==> config.mk <==
export PLATFORM = sky130hd
export DESIGN_NAME = dual_issue_dispatch
export DESIGN_NICKNAME = d
export VERILOG_FILES = /design/src/rtl/spu_dispatch_pkg.sv /design/src/rtl/dual_issue_dispatch_fifo.sv /design/src/rtl/dual_issue_dispatch.sv
export SDC_FILE = /design/constraint.sdc
export NUM_CORES = 2
export LEC_CHECK = 0
export ABC_AREA = 1
export CORE_AREA = 2 2 293 295
export CTS_CLUSTER_SIZE = 30
export DETAILED_ROUTE_END_ITERATION = 8
export DIE_AREA = 0 0 295 297
export PLACE_DENSITY = 0.88
export SYNTH_ARGS = -nofsm -noshare
export SYNTH_HDL_FRONTEND = slang
export SYNTH_SLANG_ARGS = --single-unit
==> constraint.sdc <==
create_clock -name clk -period 10.17 [get_ports clk]
set_input_delay 1.017 -clock clk [delete_from_list [all_inputs] [get_ports clk]]
set_output_delay 1.017 -clock clk [all_outputs]
set_load 0.005 [all_outputs]
==> src/rtl/spu_dispatch_pkg.sv <==
// spu_dispatch_pkg: shared types, nop encodings and decode helpers for dual_issue_dispatch
package spu_dispatch_pkg;
    typedef enum logic {PIPE_EVEN, PIPE_ODD} pipe_e;
    typedef struct packed {
        logic [31:0] instr;
        logic [31:0] pc;
        logic        predict;
        logic [31:0] predict_pc;
    } entry_t;
    typedef struct packed {
        pipe_e      pipe;
        logic [2:0] unit;
    } cls_t;
    localparam logic [2:0] UNIT_NONE = 3'd0;
    localparam logic [2:0] UNIT_FX   = 3'd1;
    localparam logic [2:0] UNIT_FP   = 3'd2;
    localparam logic [2:0] UNIT_LS   = 3'd3;
    localparam logic [2:0] UNIT_BR   = 3'd4;
    localparam logic [2:0] UNIT_SH   = 3'd5;
    localparam logic [34:0] NOP_EVEN = {11'b01000000001, 21'b0, 3'b000};
    localparam logic [34:0] NOP_ODD  = {11'b00000000001, 21'b0, 3'b000};
    function automatic cls_t classify(input logic [31:0] instr);
        cls_t c;
        c = '{PIPE_EVEN, UNIT_NONE};
        if (instr[31:21] == 11'b00011000000) c = '{PIPE_EVEN, UNIT_FX};
        else if (instr[31:28] == 4'b1110) c = '{PIPE_EVEN, UNIT_FP};
        else if (instr[31:24] == 8'b00110100) c = '{PIPE_ODD, UNIT_LS};
        else if (instr[31:23] == 9'b001100100) c = '{PIPE_ODD, UNIT_BR};
        else if (instr[31:28] == 4'b1011) c = '{PIPE_ODD, UNIT_SH};
        return c;
    endfunction
    function automatic logic [6:0] rt_of(input logic [31:0] instr);
        return (instr[31:28] == 4'b1100 || instr[31:28] == 4'b1110 || instr[31:28] == 4'b1111)
            ? instr[27:21] : instr[6:0];
    endfunction
endpackage

==> src/rtl/dual_issue_dispatch_fifo.sv <==
// dispatch_fifo: two-entry-write circular buffer exposing the two oldest entries
module dispatch_fifo
    import spu_dispatch_pkg::*;
#(
    parameter int DEPTH = 8,
    parameter int CW    = $clog2(DEPTH) + 1
)(
    input  logic          clk,
    input  logic          reset,
    input  logic          flush,
    input  logic          push,
    input  logic [1:0]    pop,
    input  entry_t        wr0,
    input  entry_t        wr1,
    output entry_t        head0,
    output entry_t        head1,
    output logic [CW-1:0] count
);
    localparam int AW = $clog2(DEPTH);
    entry_t        mem_q [DEPTH];
    entry_t        mem_d [DEPTH];
    logic [AW-1:0] wr_ptr_d, wr_ptr_q, rd_ptr_d, rd_ptr_q, wr_nxt, rd_nxt;
    logic [CW-1:0] count_d, count_q;
    always_comb begin
        wr_nxt = wr_ptr_q + AW'(1);
        rd_nxt = rd_ptr_q + AW'(1);
        mem_d = mem_q;
        if (push) begin
            mem_d[wr_ptr_q] = wr0;
            mem_d[wr_nxt] = wr1;
        end
        wr_ptr_d = flush ? '0 : wr_ptr_q + (push ? AW'(2) : AW'(0));
        rd_ptr_d = flush ? '0 : rd_ptr_q + AW'(pop);
        count_d = flush ? '0 : count_q + (push ? CW'(2) : CW'(0)) - CW'(pop);
    end
    always_ff @(posedge clk) begin
        mem_q <= mem_d;
        if (!reset) begin
            wr_ptr_q <= '0;
            rd_ptr_q <= '0;
            count_q <= '0;
        end else begin
            wr_ptr_q <= wr_ptr_d;
            rd_ptr_q <= rd_ptr_d;
            count_q <= count_d;
        end
    end
    assign head0 = mem_q[rd_ptr_q];
    assign head1 = mem_q[rd_nxt];
    assign count = count_q;
endmodule

==> src/rtl/dual_issue_dispatch.sv <==
// dual_issue_dispatch: instruction queue + even/odd pairing dispatcher; DISPATCH_PERF_CNT_EN adds perf counters
module dual_issue_dispatch
    import spu_dispatch_pkg::*;
#(
    parameter int DEPTH = 8
)(
    input  logic        clk,
    input  logic        reset,
    input  logic        fetch_valid,
    output logic        fetch_ready,
    input  logic [31:0] fetch_instr0,
    input  logic [31:0] fetch_instr1,
    input  logic [31:0] fetch_pc,
    input  logic        fetch_predict,
    input  logic [31:0] fetch_predict_pc,
    input  logic        flush,
    output logic [34:0] instructionEven,
    output logic [34:0] instructionOdd,
    output logic [31:0] PCout,
    output logic        predictOut,
    output logic [31:0] predictPCout
`ifdef DISPATCH_PERF_CNT_EN
    ,
    output logic [31:0] perf_dual,
    output logic [31:0] perf_single,
    output logic [31:0] perf_empty
`endif
);
    localparam int CW = $clog2(DEPTH) + 1;
    entry_t        wr0, wr1, a, b, e, o;
    cls_t          ca, cb, ce, co;
    logic [CW-1:0] count;
    logic [1:0]    pop;
    logic          push, dual, hazard, even_v, odd_v;
    logic [34:0]   even_d, even_q, odd_d, odd_q;
    logic [31:0]   pc_d, pc_q, ppc_d, ppc_q;
    logic          pred_d, pred_q;
    assign fetch_ready = reset && (CW'(DEPTH) - count >= CW'(2));
    assign push = fetch_valid && fetch_ready && !flush;
    assign wr0 = '{fetch_instr0, fetch_pc, fetch_predict, fetch_predict_pc};
    assign wr1 = '{fetch_instr1, fetch_pc + 32'd4, fetch_predict, fetch_predict_pc};
    dispatch_fifo #(.DEPTH(DEPTH), .CW(CW)) u_fifo (
        .clk(clk), .reset(reset), .flush(flush), .push(push), .pop(pop),
        .wr0(wr0), .wr1(wr1), .head0(a), .head1(b), .count(count)
    );
    // Register-field overlap is checked on raw bit positions, so some safe pairs single-issue.
    always_comb begin
        ca = classify(a.instr);
        cb = classify(b.instr);
        hazard = rt_of(a.instr) == b.instr[20:14] || rt_of(a.instr) == b.instr[13:7]
              || rt_of(a.instr) == b.instr[6:0] || rt_of(a.instr) == rt_of(b.instr);
        dual = count >= CW'(2) && ca.pipe != cb.pipe && !hazard;
        pop = (flush || count == '0) ? 2'd0 : dual ? 2'd2 : 2'd1;
        e = ca.pipe == PIPE_EVEN ? a : b;
        ce = ca.pipe == PIPE_EVEN ? ca : cb;
        o = ca.pipe == PIPE_ODD ? a : b;
        co = ca.pipe == PIPE_ODD ? ca : cb;
        even_v = pop == 2'd2 || (pop == 2'd1 && ca.pipe == PIPE_EVEN);
        odd_v = pop == 2'd2 || (pop == 2'd1 && ca.pipe == PIPE_ODD);
        even_d = even_v ? {e.instr, ce.unit} : NOP_EVEN;
        odd_d = odd_v ? {o.instr, co.unit} : NOP_ODD;
        pc_d = odd_v ? o.pc : '0;
        pred_d = odd_v && o.predict;
        ppc_d = odd_v ? o.predict_pc : '0;
    end
    always_ff @(posedge clk) begin
        if (!reset) begin
            even_q <= NOP_EVEN;
            odd_q <= NOP_ODD;
            pc_q <= '0;
            pred_q <= 1'b0;
            ppc_q <= '0;
        end else begin
            even_q <= even_d;
            odd_q <= odd_d;
            pc_q <= pc_d;
            pred_q <= pred_d;
            ppc_q <= ppc_d;
        end
    end
    assign instructionEven = even_q;
    assign instructionOdd = odd_q;
    assign PCout = pc_q;
    assign predictOut = pred_q;
    assign predictPCout = ppc_q;
`ifdef DISPATCH_PERF_CNT_EN
    logic [31:0] perf_dual_d, perf_dual_q, perf_single_d, perf_single_q, perf_empty_d, perf_empty_q;
    always_comb begin
        perf_dual_d = perf_dual_q + 32'(pop == 2'd2 && perf_dual_q != '1);
        perf_single_d = perf_single_q + 32'(pop == 2'd1 && perf_single_q != '1);
        perf_empty_d = perf_empty_q + 32'(!flush && count == '0 && perf_empty_q != '1);
    end
    always_ff @(posedge clk) begin
        if (!reset) begin
            perf_dual_q <= '0;
            perf_single_q <= '0;
            perf_empty_q <= '0;
        end else begin
            perf_dual_q <= perf_dual_d;
            perf_single_q <= perf_single_d;
            perf_empty_q <= perf_empty_d;
        end
    end
    assign perf_dual = perf_dual_q;
    assign perf_single = perf_single_q;
    assign perf_empty = perf_empty_q;
`endif
endmodule

==> metrics <==
post-layout util=approximately three fifths; worst setup path end=instructionOdd[6]$_SDFF_PN0_; DR WL/cell=between 20 and 25 um; clk_lat worst skew=approximately 0.67 ns; Hold WC Path Type=register to register; R2R Path End=instructionOdd[6]$_SDFF_PN0_; I/O pins=269; Max Cap Viol=0; Core Box Area=between 0.08 and 0.09 mm^2; TritonRoute pass-1 iters=9; Power Density=198 mW/mm^2; crit-path max cell delay=0.96 ns; maximum vdd drop=~0.00018 V; outcome=finished clean; FF-to-FF path depth=17; clock tree buffer depth=3; Setup WS post-layout=3.49 ns; ys async rst share=0%; Slowest-stage cell, CP=dfxtp_4; gpl congestion=0.944; EDFF count, synth=approximately 780; Avg Vias per Cell=6.06; Remaining Overflow, GRT=0; top cell family by delay on the critical path=buffers and inverters; number of buffers and inverters on the critical path=4; clk sink count=920; post-synth top area share=between 50% and 60%; fraction of layout cells with a size suffix above 1=between 5 and 6%; Worst path depth=17; CP Class=register to register; Starting DRT DRC Count=5675; Synth top cells by count=edfxtp_1 (776), o21ai_0 (761), nor2_1 (707); final count of negative-setup-slack endpoints=0; dominant cell type by area after synthesis=edfxtp_1; GRT Util Overall=about 30%; most common flop cell mapped by yosys=edfxtp_1; Num CTS Buffers=96; period utilisation layout=about 66%; worst-path cell chain=ha_4 -> buf_4 -> buf_4 -> o21ai_0 -> o21ai_0 -> nand2_1 -> o21ai_1 -> inv_1 -> nand2_1 -> nand4_1 -> nor2_1 -> nand2_1 -> nand3_4 -> nand2_4 -> nand2_4 -> buf_4 -> nor2_1; Clock Pin Slew Worst Setup and Hold Paths=roughly 0.07 ns; final slew viol count=0; clk_skew=around 0.043 ns; Yosys cell types=a little over 50; reg2reg start=u_fifo.rd_ptr_q[0]$_SDFF_PP0_; Register Area=0.0262 mm^2; die area=0.0876 mm^2; port bufs=between 200 and 300; crit path time final=around 6.7 ns; Synth Register Bits=just over 900; Worst Path Required=about 11 ns; Critical Path Source=u_fifo.rd_ptr_q[0]$_SDFF_PP0_; total power=~10 mW; Ys Warns=0; top-count cell post-synth=edfxtp_1; dpl cells=6319; Routed WL=~130 mm; Hold Vio Cnt, Final=0; R2R Setup Slk=approximately 3.5 ns; Layout area overhead=13.4%; crit start category=register; FP Rows=roughly 110; Multi-input gate area=0.0161 mm^2; Initial Util=a little over half; postcts setup bufs=0; ranking of synthesized cells by area=edfxtp_1 (51%), o21ai_0 (8.3%), dfxtp_1 (6.2%); synthesized instance count=5249; CP arrival=roughly 7.2 ns; Nets=about 5400; Fin Setup TNS=0 ns; post-route ant nets=0; root buf cell=clkbuf_16; Setup crit end kind=register; unrepaired setup endpoints after global routing=no; PostCTS Resize Cnt=0; Post-Syn Area=0.0461 mm^2; Synth Area per Inst=approximately 8.8 um^2; sequential share of the synthesized area=between 50% and 60%; DR vias=39400; Max Freq=~0.15 GHz; Least-Margin Pin Slew=between 1 and 1.5 ns; die height=297 um; remaining routing DRC violations=0; DP HPWL=roughly 74 mm; CTS Hold Buffers Added=0; initial antenna violation count=10; first-pass GRT wire length=approximately 200 mm; H-tree depth=3; final non-filler cell total=about 6500; dpl ws=3.76 ns; Fill cells=6580; CTS tree=yes; largest net degree at the start of global routing=309; vias in the first global route=37800; Die X=between 200 and 300 um; critical path fanouts, max=approximately 80; Slew headroom=a little under an eighth; P_leak=between 15 and 20 nW
logic make-up (layout without fill, tap and decap cells):
family,after synthesis,count (layout),share of synthesized area (%)
adders and majority gates,14,14,0.429
xor gates and xnor gates,27,27,0.545
buffers and inverters,964,1067,8.67
muxes,2,2,0.0434
DFF,920,920,56.8
other,1,10,0.00813
and+or+nand+nor,1808,1808,16.2
AOI/OAI and AO/OA,1513,1513,17.4
layout by cell type (no fill, tap or decap), types with 7 or more instances in the layout:
cell type,count
a21oi_1,482
o211ai_1,110
ha_1,10
nor2_1,703
o21ai_0,761
dfxtp_1,141
buf_4,36
nor2_4,16
clkbuf_16,100
clkbuf_1,22
nand4_1,7
nand2_2,9
bufinv_16,7
nand3_1,352
inv_2,18
nand2_1,687
o21ai_1,61
clkbuf_8,17
clkinv_2,11
a31oi_1,81
diode_2,8
inv_1,555
edfxtp_1,776
clkdlybuf4s50_1,268
nor2_2,12
xor2_1,19
routing by layer:
| metal | GRT usage [%] | wire (um) | up-vias |
|---|---|---|---|
| li1 | - | - | 17900 |
| met1 | 36.5 | 47500 | 18200 |
| met2 | 48.2 | 63000 | 2780 |
| met3 | 5.84 | 16200 | 473 |
| met4 | 15.1 | 5840 | 6 |
| met5 | 0 | 41 | - |
tightest hold or removal path: stages, from the launching register on:
cell,delay [ns]
dfxtp_1,0.39
xnor2_1,0.16
nor2_1,0.07
worst min path at each step:
stage,start,depth (start not counted),endpoint,slack (ns)
2_1_floorplan,u_fifo.wr_ptr_q[2]$_SDFF_PP0_,2,u_fifo.wr_ptr_q[2]$_SDFF_PP0_,0.53
3_3_place_gp,u_fifo.wr_ptr_q[2]$_SDFF_PP0_,2,u_fifo.wr_ptr_q[2]$_SDFF_PP0_,0.62
3_5_place_dp,u_fifo.wr_ptr_q[2]$_SDFF_PP0_,2,u_fifo.wr_ptr_q[2]$_SDFF_PP0_,0.64
4_1_cts,u_fifo.wr_ptr_q[2]$_SDFF_PP0_,2,u_fifo.wr_ptr_q[2]$_SDFF_PP0_,0.66
5_1_grt,u_fifo.wr_ptr_q[2]$_SDFF_PP0_,2,u_fifo.wr_ptr_q[2]$_SDFF_PP0_,0.71
6_report,u_fifo.wr_ptr_q[2]$_SDFF_PP0_,2,u_fifo.wr_ptr_q[2]$_SDFF_PP0_,0.66
power breakdown:
group / switching [mW] / leakage [nW] / internal (mW)
Combinational: 1.69 / 9.93 / 0.737
Sequential: 0.0688 / 8.25 / 4.22
Clock: 1.52 / 1.63 / 2.13
registers in the layout (all words and copies together), names as in the netlist:
register	flops
u_fifo.count	4
predictOut	1
PCout	32
predictPCout	32
u_fifo.mem_q	776
instructionEven	35
u_fifo.wr_ptr_q	2
instructionOdd	35
u_fifo.rd_ptr_q	3
per-stage QoR:
| stage | area [um^2] | hold WS [ns] |
|---|---|---|
| final | 52300 | 0.656 |
| after global routing | 52300 | 0.706 |
| after CTS | 52300 | 0.660 |
| after detailed placement | 48900 | 0.643 |
| after global placement | 48900 | 0.624 |
| after floorplan | 46100 | 0.526 |
final cells by class:
class,count,area share [%]
diodes,8,0.0383
inverters,579,4.19
flip-flops and latches,920,50.1
multi-input cells,3366,30.7
well taps,1144,2.74
repair buffers,310,5.88
clock inverters,39,0.967
clock buffers,139,5.39
(Power assumes the default switching activity.)
